File: config.mk
export PLATFORM = sky130hd
export DESIGN_NAME = mem_stage
export DESIGN_NICKNAME = d
export VERILOG_FILES = /design/src/rtl/mem_pkg.sv /design/src/rtl/mem_stage_memwb_reg.sv /design/src/rtl/mem_stage.sv
export SDC_FILE = /design/constraint.sdc
export NUM_CORES = 1
export LEC_CHECK = 0
export CAP_MARGIN = 15
export CORE_MARGIN = 8
export CORE_UTILIZATION = 25
export CTS_CLUSTER_SIZE = 30
export DETAILED_ROUTE_END_ITERATION = 12
export PLACE_DENSITY = 0.61
export SLEW_MARGIN = 20
export SYNTH_ARGS = -nofsm -noshare
export SYNTH_HDL_FRONTEND = slang
export SYNTH_HIERARCHICAL = 1
export SYNTH_SLANG_ARGS = --single-unit
File: constraint.sdc
create_clock -name clk_i -period 4.4 [get_ports clk_i]
set_input_delay 0.66 -clock clk_i [delete_from_list [all_inputs] [get_ports clk_i]]
set_output_delay 0.66 -clock clk_i [all_outputs]
set_load 0.05 [all_outputs]
File: src/rtl/mem_pkg.sv
// Shared types and constants for the MEM pipeline stage.
package mem_pkg;

    typedef enum logic [1:0] {
        IDLE   = 2'd0,
        ACCESS = 2'd1,
        DONE   = 2'd2
    } state_t;

    localparam int unsigned WB_REGWRITE     = 1;
    localparam int unsigned WB_MEMTOREG     = 0;
    localparam int unsigned M_READ          = 1;
    localparam int unsigned M_WRITE         = 0;

    localparam int unsigned TIMEOUT_CYC_DEF = 255;
    localparam int unsigned CNT_W           = 8;
    localparam int unsigned XLEN            = 32;
    localparam int unsigned RD_W            = 5;
    localparam int unsigned WB_W            = 2;

endpackage

File: src/rtl/mem_stage_memwb_reg.sv
// MEM/WB pipeline register: full load, or bubble (control and rd cleared, data held).
module memwb_reg
    import mem_pkg::*;
(
    input  logic            i_clk,
    input  logic            i_rst_n,
    input  logic            i_load,
    input  logic            i_bubble,
    input  logic [WB_W-1:0] i_wb,
    input  logic [XLEN-1:0] i_rdata,
    input  logic [XLEN-1:0] i_alu,
    input  logic [RD_W-1:0] i_rd,
    output logic [WB_W-1:0] o_wb,
    output logic [XLEN-1:0] o_rdata,
    output logic [XLEN-1:0] o_alu,
    output logic [RD_W-1:0] o_rd
);

    logic [WB_W-1:0] r_wb;
    logic [XLEN-1:0] r_rdata;
    logic [XLEN-1:0] r_alu;
    logic [RD_W-1:0] r_rd;

    always_ff @(posedge i_clk or negedge i_rst_n) begin
        if (!i_rst_n) begin
            r_wb    <= '0;
            r_rdata <= '0;
            r_alu   <= '0;
            r_rd    <= '0;
        end else if (i_load) begin
            r_wb    <= i_wb;
            r_rdata <= i_rdata;
            r_alu   <= i_alu;
            r_rd    <= i_rd;
        end else if (i_bubble) begin
            r_wb    <= '0;
            r_rd    <= '0;
        end
    end

    assign o_wb    = r_wb;
    assign o_rdata = r_rdata;
    assign o_alu   = r_alu;
    assign o_rd    = r_rd;

endmodule

File: src/rtl/mem_stage.sv
// MEM stage: req/ack data-memory access with stall, timeout abort and MEM/WB register.
module mem_stage
    import mem_pkg::*;
#(
    parameter int unsigned TIMEOUT_CYC = TIMEOUT_CYC_DEF
) (
    input  logic            clk_i,
    input  logic            rst_n_i,
    input  logic [WB_W-1:0] WB_i,
    input  logic [1:0]      M_i,
    input  logic [XLEN-1:0] addr_i,
    input  logic [XLEN-1:0] data_i,
    input  logic [RD_W-1:0] rd_i,
    output logic            stall_o,
    output logic            mem_req_o,
    output logic            mem_we_o,
    output logic [XLEN-1:0] mem_addr_o,
    output logic [XLEN-1:0] mem_wdata_o,
    input  logic            mem_ack_i,
    input  logic [XLEN-1:0] mem_rdata_i,
    output logic            err_o,
    output logic [WB_W-1:0] WB_o,
    output logic [XLEN-1:0] rdata_o,
    output logic [XLEN-1:0] alu_o,
    output logic [RD_W-1:0] rd_o
);

    state_t          r_state;
    state_t          w_state_nxt;
    logic [WB_W-1:0] r_wb;
    logic [XLEN-1:0] r_addr;
    logic [XLEN-1:0] r_data;
    logic [RD_W-1:0] r_rd;
    logic            r_we;
    logic [CNT_W-1:0] r_cnt;
    logic            r_err;

    logic            w_mem_op;
    logic            w_access;
    logic            w_load;
    logic            w_bubble;
    logic            w_capture;
    logic            w_cnt_inc;
    logic            w_err_set;
    logic [WB_W-1:0] w_wb_in;
    logic [XLEN-1:0] w_alu_in;
    logic [XLEN-1:0] w_rdata_in;
    logic [RD_W-1:0] w_rd_in;

    assign w_mem_op = M_i[M_READ] | M_i[M_WRITE];
    assign w_access = (r_state == ACCESS);

    always_ff @(posedge clk_i or negedge rst_n_i) begin
        if (!rst_n_i) r_state <= IDLE;
        else          r_state <= w_state_nxt;
    end

    // Next state plus MEM/WB and bookkeeping controls
    always_comb begin
        w_state_nxt = r_state;
        w_load      = 1'b0;
        w_bubble    = 1'b0;
        w_capture   = 1'b0;
        w_cnt_inc   = 1'b0;
        w_err_set   = 1'b0;
        w_wb_in     = WB_i;
        w_alu_in    = addr_i;
        w_rdata_in  = '0;
        w_rd_in     = rd_i;
        case (r_state)
            IDLE: begin
                if (w_mem_op) begin
                    w_capture   = 1'b1;
                    w_bubble    = 1'b1;
                    w_state_nxt = ACCESS;
                end else begin
                    w_load = 1'b1;
                end
            end
            ACCESS: begin
                if (mem_ack_i) begin
                    w_load      = 1'b1;
                    w_wb_in     = r_wb;
                    w_alu_in    = r_addr;
                    w_rd_in     = r_rd;
                    w_rdata_in  = r_we ? '0 : mem_rdata_i;
                    w_state_nxt = DONE;
                end else if (r_cnt == CNT_W'(TIMEOUT_CYC - 1)) begin
                    w_bubble    = 1'b1;
                    w_err_set   = 1'b1;
                    w_state_nxt = DONE;
                end else begin
                    w_bubble  = 1'b1;
                    w_cnt_inc = 1'b1;
                end
            end
            DONE: begin
                w_bubble    = 1'b1;
                w_state_nxt = IDLE;
            end
            default: w_state_nxt = IDLE;
        endcase
    end

    // Captured instruction, timeout counter and sticky error
    always_ff @(posedge clk_i or negedge rst_n_i) begin
        if (!rst_n_i) begin
            r_wb   <= '0;
            r_addr <= '0;
            r_data <= '0;
            r_rd   <= '0;
            r_we   <= 1'b0;
            r_cnt  <= '0;
            r_err  <= 1'b0;
        end else begin
            if (w_capture) begin
                r_wb   <= WB_i;
                r_addr <= addr_i;
                r_data <= data_i;
                r_rd   <= rd_i;
                r_we   <= M_i[M_WRITE];
                r_cnt  <= '0;
            end else if (w_cnt_inc) begin
                r_cnt  <= r_cnt + CNT_W'(1);
            end
            if (w_err_set) r_err <= 1'b1;
        end
    end

    // Stall is combinational; gating with reset makes it drop immediately on reset
    assign stall_o     = rst_n_i & (w_access | ((r_state == IDLE) & w_mem_op));
    assign mem_req_o   = w_access;
    assign mem_we_o    = w_access & r_we;
    assign mem_addr_o  = w_access ? r_addr : '0;
    assign mem_wdata_o = w_access ? r_data : '0;
    assign err_o       = r_err;

    memwb_reg u_memwb (
        .i_clk    (clk_i),
        .i_rst_n  (rst_n_i),
        .i_load   (w_load),
        .i_bubble (w_bubble),
        .i_wb     (w_wb_in),
        .i_rdata  (w_rdata_in),
        .i_alu    (w_alu_in),
        .i_rd     (w_rd_in),
        .o_wb     (WB_o),
        .o_rdata  (rdata_o),
        .o_alu    (alu_o),
        .o_rd     (rd_o)
    );

endmodule

Word level (Yosys, flattened, before mapping)

Index checks and enable logic that the tools add are counted.

Flip-flop bits (word level): 154
Bits in latches: 0
Bits in writable memories: 0
Memory bits (read-only): 0
Memories: 0

$add $sub $neg: 1
$mul: 0
Divide/modulo/power cells: 0
Magnitude comparators: 0
Equality and inequality tests: 5
Shift-type cells: 0
Multiplexer cells: 34
Bitwise gates (word level): 5
Reductions and logical operators: 4

Operator list:

| cell                                                                  | number |
|---|---|
| 32-bit two-way mux                                                    | 7 |
| 5-bit two-way mux                                                     | 4 |
| 8-bit two-way mux                                                     | 2 |
| 2-bit two-way mux                                                     | 7 |
| 1-bit two-way mux                                                     | 11 |
| 8-bit by 1-bit adder with 8-bit output, second input constant         | 1 |
| 8-bit equality test, second input constant                            | 1 |
| 2-bit one-hot mux with 2 select lines                                 | 1 |
| 2-bit nonzero test                                                    | 2 |
| 1-bit bitwise AND                                                     | 3 |
| 3-bit by 2-bit != test with 1-bit output, second input constant       | 1 |
| 1-bit one-hot mux with 3 select lines                                 | 1 |
| 2-bit by 1-bit equality test with 1-bit output, second input constant | 1 |
| 2-bit equality test, second input constant                            | 1 |
| 2-bit logical NOT                                                     | 1 |
| 2-bit != test, second input constant                                  | 1 |
| 1-bit OR                                                              | 2 |
| 1-bit one-hot mux with 2 select lines                                 | 1 |
| 2-bit AND reduction                                                   | 1 |

Longest topological paths before layout

Gate-level depths: netlist (run 1).

Depth in word-level cells: 6
Gate-level depth with buffers: 7
Gate-level depth less buffers: 5

Hierarchy

The synthesis (run 1) kept the hierarchy.

Modules (own cells, without submodules):

| module    | times used | cells an instance | area an instance (um2) |
|---|---|---|---|
| mem_stage | 1          | 367               | 4621.9 |
| memwb_reg | 1          | 151               | 2891.5 |

Least setup slack after synthesis (run 1)

No wires, ideal clock.

Path kind: register to output
Start: register r_state[0]
End: output port stall_o
Arrival: 2.110 ns
Required time: 3.740 ns
Setup slack: 1.630 ns
Stages on the path, launching flop included: 6
Path buffers: 2
Path through: dfrtp_1 buf_6 nor2_1 o21ai_2 buf_6 a21boi_0

Cells in the longest elaborated chain, start to end: 4
Elaborated cells on any way between the ends: 5
Those cells by class: eq/ne (1); bitwise (3); reduce/logical (1)

RTL lines:

| element                | RTL line         | RTL |
|---|---|---|
| start, declared        | mem_stage.sv:28  | `state_t r_state;` |
| start signal, assigned | mem_stage.sv:55  | `else r_state <= w_state_nxt;` |
| 2-bit logical NOT      | mem_stage.sv:131 | `assign stall_o = rst_n_i & (w_access \| ((r_state == IDLE) & w_mem_op));` |
| 1-bit bitwise AND      | mem_stage.sv:131 |  |
| 1-bit OR *             | mem_stage.sv:131 |  |
| 1-bit bitwise AND *    | mem_stage.sv:131 |  |
| end, declared          | mem_stage.sv:14  | `output logic stall_o,` |

Mark *: on every way between the ends. The rest lies on a longest branch, timed or not.

Worst setup path after layout (run 1)

Start: register r_state[1]
End: output port mem_addr_o[0]

Cells in the longest elaborated chain, start to end: 2

RTL lines:

| element                                        | RTL line         | RTL |
|---|---|---|
| 2-bit by 1-bit equality test with 1-bit output | mem_stage.sv:51  | `assign w_access = (r_state == ACCESS);` |
| 32-bit two-way mux                             | mem_stage.sv:134 | `assign mem_addr_o = w_access ? r_addr : '0;` |
| end, declared                                  | mem_stage.sv:17  | `output logic [XLEN-1:0] mem_addr_o,` |

No other way between the ends.

==> results of run 1 <==
==> cell families (layout without fill, tap and decap cells) <==
family / Yosys count / in the layout / share of synthesized area
buf+inv: 32 / 288 / 0.0375
fa+ha+maj: 2 / 2 / 0.00333
compound gates: 29 / 29 / 0.0296
simple gates: 124 / 124 / 0.107
flops: 154 / 154 / 0.513
mux: 177 / 177 / 0.309
==> metal layers <==
layer  track usage  routed length, um
met1         0.147               9360
met5             0                  0
met3        0.0464               1670
met2         0.173               9030
met4        0.0244                125
==> registers in the layout, indices dropped and copies added, names as in the netlist, 5 cells and up <==
register	count
u_memwb/o_rd	5
u_memwb/o_alu	32
r_cnt	8
u_memwb/o_rdata	32
r_data	32
r_rd	5
r_addr	32
==> worst min-delay path by stage <==
stage / from / to / slack [ns] / cells after the start
2_1_floorplan: rst_n_i / err_o / 0.36 / 0
3_3_place_gp: err_o / err_o / 0.45 / 1
3_5_place_dp: err_o / err_o / 0.46 / 1
4_1_cts: rst_n_i / u_memwb/o_rdata[23] / 0.08 / 1
5_1_grt: rst_n_i / u_memwb/o_rdata[18] / 0.1 / 1
6_report: rst_n_i / u_memwb/o_rdata[23] / 0.10 / 1
==> cell type report <==
cell class / instances / share of cell area
clock buffers: 17 / 0.0391
clock inverters: 15 / 0.0139
inverters: 2 / 0.000689
multi-input cells: 332 / 0.312
flip-flops and latches: 154 / 0.354
well taps: 390 / 0.0448
repair buffers: 254 / 0.236
==> Yosys cell counts (3+ instances only) <==
master and number:
nor3_1 4, mux2_4 89, nand2_1 3, nor2_1 4, mux2_2 84, a22o_1 8
buf_12 3, o21ai_0 3, and2_1 98, buf_2 3, dfrtp_1 154, mux2i_1 3
clkbuf_1 9, buf_6 14
==> through the flow <==
stage	cells	total power [W]	worst slack (ns)	hold slack [ns]	utilization
finish	1164	0.00909	0.937	0.105	0.368
global placement	1132	0.00770	1.17	0.454	0.348
floorplan	518	0.00613	1.63	0.364	-
CTS	1164	0.00926	0.847	0.0818	0.368
global route	1164	0.00957	0.764	0.0991	0.368
detailed placement	1132	0.00774	1.21	0.457	0.348
==> critical path, cell delays in order, from the launching register on <==
cell and delay, ns:
dfrtp_1 0.49, nand2b_4 0.20, inv_2 0.33, buf_12 0.26, and2_1 0.23, clkdlybuf4s50_1 0.83
==> power groups by stage <==
| stage | combinational (W) | sequential [W] | clock (W) |
|---|---|---|---|
| final | 0.00523 | 0.00240 | 0.00145 |
| after global routing | 0.00551 | 0.00249 | 0.00158 |
| after CTS | 0.00533 | 0.00241 | 0.00152 |
| after detailed placement | 0.00532 | 0.00242 | 0 |
| after global placement | 0.00530 | 0.00241 | 0 |
| after floorplan | 0.00295 | 0.00318 | 0 |
==> layout by cell type (no fill, tap or decap), drive strengths merged, types with 3 or more instances in the layout <==
cell type | synthesis | routed
buf | 21 | 9
dfrtp | 154 | 154
nor3 | 4 | 4
clkbuf | 9 | 17
nor2 | 7 | 7
inv | 2 | 12
clkinv | 0 | 4
clkdlybuf4s50 | 0 | 245
mux2 | 174 | 174
and2 | 98 | 98
a22o | 8 | 8
o21ai | 5 | 5
nand2 | 3 | 3
mux2i | 3 | 3
==> metrics.md, run 1 <==
| Metric | Value |
|---|---|
| Outcome | `completed` |
| Die ar. | `about 36000 sq um` |
| Length in cells of the worst reg-to-reg path | `5` |
| First-pass GRT wire length | `32300 um` |
| Clock skew | `0.0139 ns` |
| Worst slew pin tran | `0.883 ns` |
| IO Count | `247` |
| Critical Path Fanout Max | `52` |
| Final setup vio count | `0` |
| Post-CTS Resized | `0` |
| Port Buffers | `246` |
| N_diodes | `0` |
| Hold bufs inserted after CTS | `0` |
| Initial antenna violation count | `0` |
| Post-layout nets | `between 800 and 900` |
| FILL cells | `2888` |
| Clock power share | `0.160` |
| Clock transition at the registers of the reported paths | `0.08 ns` |
| Int Pwr | `0.00498 W` |
| Max-Cap Viols | `0` |
| Peak VDD IR | `0.263 mV` |
| Psw | `0.00411 W` |
| Placed inst area | `10300 sq um` |
| Setup bufs post-CTS | `0` |
| Final min period | `3.46 ns` |
| Top cells by area, synth | `dfrtp_1, mux2_4, mux2_2` |
| Max-slew violations | `0` |
| PD cells | `834 nW/um^2` |
| WL/cell | `17.3 um` |
| Num CTS Buffers | `17` |
| Share of the synthesized area in the top cell type | `0.513` |
| TNS Setup | `0 ns` |
| Worst min-delay path class | `in -> async` |
| Relative slew slack | `0.410` |
| Design area | `10900 sq um` |
| GRT Util Overall | `0.113` |
| Reg-to-reg setup timing slack | `2.15 ns` |
| Post-Route WL | `slightly above 20000 um` |
| Vias | `4915` |
| Post-synthesis sequential area ratio | `0.513` |
| Critical path destination | `mem_addr_o[0]` |
| Final HPWL from detailed placement | `about 14000 um` |
| Vias in the first global route | `5465` |
| Routed Antenna Nets | `0` |
| Most area-hungry cell type in the Yosys netlist | `dfrtp_1` |
| Initial DRC Count | `roughly 160` |
| Drt drc | `0` |
| CTS tree | `built` |
| Upper clock frequency limit | `289 MHz` |
| CP Data Required Time | `between 3 and 4 ns` |
| Largest net degree at the start of global routing | `65` |
| CP Class | `reg -> out` |
| Ys Warns | `6` |
| Ratio of cells with drive above 1 in the final layout | `0.288` |
| Root buf cell | `clkbuf_16` |
| Initial Util | `0.254` |
| Sw Ratio | `0.452` |
| Mapped Area | `7510 sq um` |
| Post-Syn Nets | `between 600 and 700` |
| Mean Syn Cell Area | `around 15 sq um` |
| Final hold violations | `0` |
| CP Launch Type | `register` |
| Comb power frac | `0.576` |
| Drt first pass iters | `4` |
| Main flop type after synthesis | `dfrtp_1` |
| FP Rows | `63` |
| Cell variety after synth | `46` |
| Final period util | `0.787` |
| Crit path from | `r_state[1]` |
| Total gr overflow | `0` |
| Max Buffers Root-to-Sink | `2` |
| Async S/R FF share, synth | `1.00` |
| Clk_lat worst skew | `0.42 ns` |
| Storage element area | `3850 sq um` |
| Worst setup EP type | `output port` |
| RSZ-0062 raised after global routing | `false` |
| Area of the multi-input gates | `3390 sq um` |
| H-tree levels | `4` |
| Pleak | `roughly 4.7 nW` |
| Die H | `189 um` |
| Critical Path AT | `2.80 ns` |
| Area Overhead vs Synth | `45.0%` |
| Clk sink count | `154` |
| Number of synthesized register bits | `154` |
| Core area | `roughly 30000 sq um` |
| Via density | `4.22` |
| EDFF count, synth | `0` |
| Final Wtd Congestion | `0.720` |
| Reg-to-reg critical path endpoint | `u_memwb/o_alu[0]` |
| Reg power frac | `0.264` |
| FF-to-FF Start | `r_state[0]` |
| Synth Instances | `roughly 520` |
| Die Wd | `189 um` |
No activity file was read; power rests on OpenSTA's default activity.
==> inputs of run 2 (changes only) <==
==> constraint.sdc (replaced) <==
create_clock -name clk_i -period 3.4 [get_ports clk_i]
set_input_delay 0.51 -clock clk_i [delete_from_list [all_inputs] [get_ports clk_i]]
set_output_delay 0.51 -clock clk_i [all_outputs]
set_load 0.05 [all_outputs]
==> metrics.md, run 2 (synthesized netlist as in run 1, its figures left out) <==
| Metric | Value |
|---|---|
| Worst setup EP type | `output port` |
| First-pass GRT wire length | `approximately 32000 um` |
| Post-Route WL | `20500 um` |
| Hold Slack | `-0.00312 ns` |
| Clock power share | `0.164` |
| Drt first pass iters | `5` |
| Failing checks | `hold timing` |
| Vias | `between 4k and 5k` |
| Initial antenna violation count | `0` |
| Layout Utilization | `0.368` |
| Final Wtd Congestion | `0.723` |
| Clock transition at the registers of the reported paths | `approximately 0.08 ns` |
| Final setup vio count | `0` |
| Pwr Total | `between 0.01 and 0.015 W` |
| H-tree levels | `4` |
| Peak VDD IR | `between 0.4 and 0.5 mV` |
| Max-Cap Viols | `0` |
| Root buf cell | `clkbuf_16` |
| Post-layout nets | `873` |
| Clk sink count | `154` |
| Outcome | `finished with violations` |
| IO Count | `247` |
| Critical Path Fanout Max | `57` |
| Die H | `189 um` |
| Via density | `4.15` |
| GRT Util Overall | `0.113` |
| Post-CTS Resized | `0` |
| Psw | `0.00536 W` |
| Die ar. | `35900 sq um` |
| FP Rows | `63` |
| Clk_lat worst skew | `about 0.43 ns` |
| CP Class | `reg -> out` |
| Non-filler cells, final | `1167` |
| CP Launch Type | `register` |
| Critical Path AT | `2.64 ns` |
| Initial DRC Count | `185` |
| Routed Antenna Nets | `0` |
| CP Data Required Time | `slightly below 3 ns` |
| Port Buffers | `about 250` |
| Initial Util | `0.254` |
| Length in cells of the worst reg-to-reg path | `4` |
| Final WS setup | `0.252 ns` |
| Most frequent cells in the layout | `clkdlybuf4s50_1, dfrtp_1, and2_1` |
| Num CTS Buffers | `17` |
| Final min period | `3.15 ns` |
| Setup bufs post-CTS | `0` |
| Final period util | `0.926` |
| Area Overhead vs Synth | `45.1%` |
| Core area | `29600 sq um` |
| Crit path max-delay cell type | `clkdlybuf4s50_1` |
| TNS Setup | `0 ns` |
| Final HPWL from detailed placement | `between 10000 and 15000 um` |
| Crit-path cells | `nand2b_4 > inv_2 > buf_12 > and2_1 > clkdlybuf4s50_1` |
| PD cells | `1080 nW/um^2` |
| Final hold violations | `1` |
| Reg-to-reg setup timing slack | `1.36 ns` |
| Max-slew violations | `0` |
| Vias in the first global route | `5308` |
| Worst path bufs/invs | `3` |
| Drt drc | `0` |
| Upper clock frequency limit | `~320 MHz` |
| Pre-CTS setup slack | `0.683 ns` |
| Crit-path max cell delay | `0.82 ns` |
| RSZ-0062 raised after global routing | `false` |
| Sw Ratio | `0.454` |
| Worst slew pin tran | `between 0.8 and 0.9 ns` |
| Most common cell after layout, fill and taps aside | `clkdlybuf4s50_1` |
| Pleak | `approximately 4.7 nW` |
| WL/cell | `17.6 um` |
| CTS tree | `built` |
| Reg power frac | `0.264` |
| Worst min-delay path class | `in -> async` |
| Total gr overflow | `0` |
| Ratio of cells with drive above 1 in the final layout | `0.291` |
| Max Buffers Root-to-Sink | `2` |
| Hold bufs inserted after CTS | `0` |
| Crit-path leading delay family | `buffers and inverters` |
| Largest net degree at the start of global routing | `62` |
| Int Pwr | `around 0.0064 W` |
| FF-to-FF Start | `r_state[1]` |
| Placed cell count | `about 1.1k` |
| Die Wd | `189 um` |
| Relative slew slack | `0.455` |
| Reg-to-reg critical path endpoint | `u_memwb/o_alu[21]` |
| Comb power frac | `0.572` |
| Clock skew | `~0.021 ns` |
==> run 2: changes by cell type in the layout (fill, tap and decap cells not counted) <==
cell	delta
buf_12	-2
clkinv_8	+1
clkinvlp_4	-1
buf_4	+5
inv_6	-4
inv_8	+3
clkinv_2	-1
clkdlybuf4s50_1	-1
diode_2	+1
clkinv_4	+2
==> run 2: power by group through the flow <==
stage	combinational (W)	sequential, W	clock [W]
6_report	0.00674	0.00312	0.00194
5_1_grt	0.00708	0.00324	0.00208
4_1_cts	0.00685	0.00313	0.00201
3_5_place_dp	0.00684	0.00315	0
3_3_place_gp	0.00681	0.00313	0
2_1_floorplan	0.00381	0.00412	0
==> run 2: layout make-up <==
type	count	area (sq um)
clock buffers	17	425
diodes	1	2.50
flip-flops and latches	154	3850
fillers	2930	18700
repair buffers	256	2560
clock inverters	15	171
inverters	2	7.51
multi-input cells	332	3390
well taps	390	488
==> run 2: metrics by stage <==
step                      hold WS (ns)  cell area [sq um]
after detailed placement         0.455              10300
after CTS                       0.0172              10900
final                         -0.00312              10900
after global routing            0.0159              10900
after floorplan                  0.214               7510
after global placement           0.446              10300
==> run 2: worst max path at each step <==
| stage | slack, ns | cells after the start | startpoint | endpoint |
|---|---|---|---|---|
| 3_5_place_dp | 0.68 | 5 | r_state[1] | mem_wdata_o[5] |
| 5_1_grt | 0.10 | 5 | r_state[0] | mem_wdata_o[5] |
| 3_3_place_gp | 0.72 | 5 | r_state[1] | mem_wdata_o[5] |
| 4_1_cts | 0.22 | 5 | r_state[0] | mem_wdata_o[5] |
| 6_report | 0.25 | 5 | r_state[0] | mem_wdata_o[5] |
| 2_1_floorplan | 0.78 | 5 | r_state[0] | stall_o |
==> run 2: worst register-to-register path: cells and delay by family, from the launching register on <==
family | cells | cell delay, ns
flip-flops | 1 | 0.50
AND/OR/NAND/NOR | 1 | 0.40
multiplexers | 2 | 0.66
buffers and inverters | 1 | 0.39
==> run 2: metal layers <==
metal | part of all wire | vias up | routed length, um | GRT usage
met5 | 0 | - | 0 | 0
met4 | 0.0060 | 0 | 123 | 0.0244
met3 | 0.087 | 9 | 1780 | 0.0532
met2 | 0.44 | 150 | 9110 | 0.168
met1 | 0.46 | 2391 | 9510 | 0.148
li1 | - | 2294 | - | -
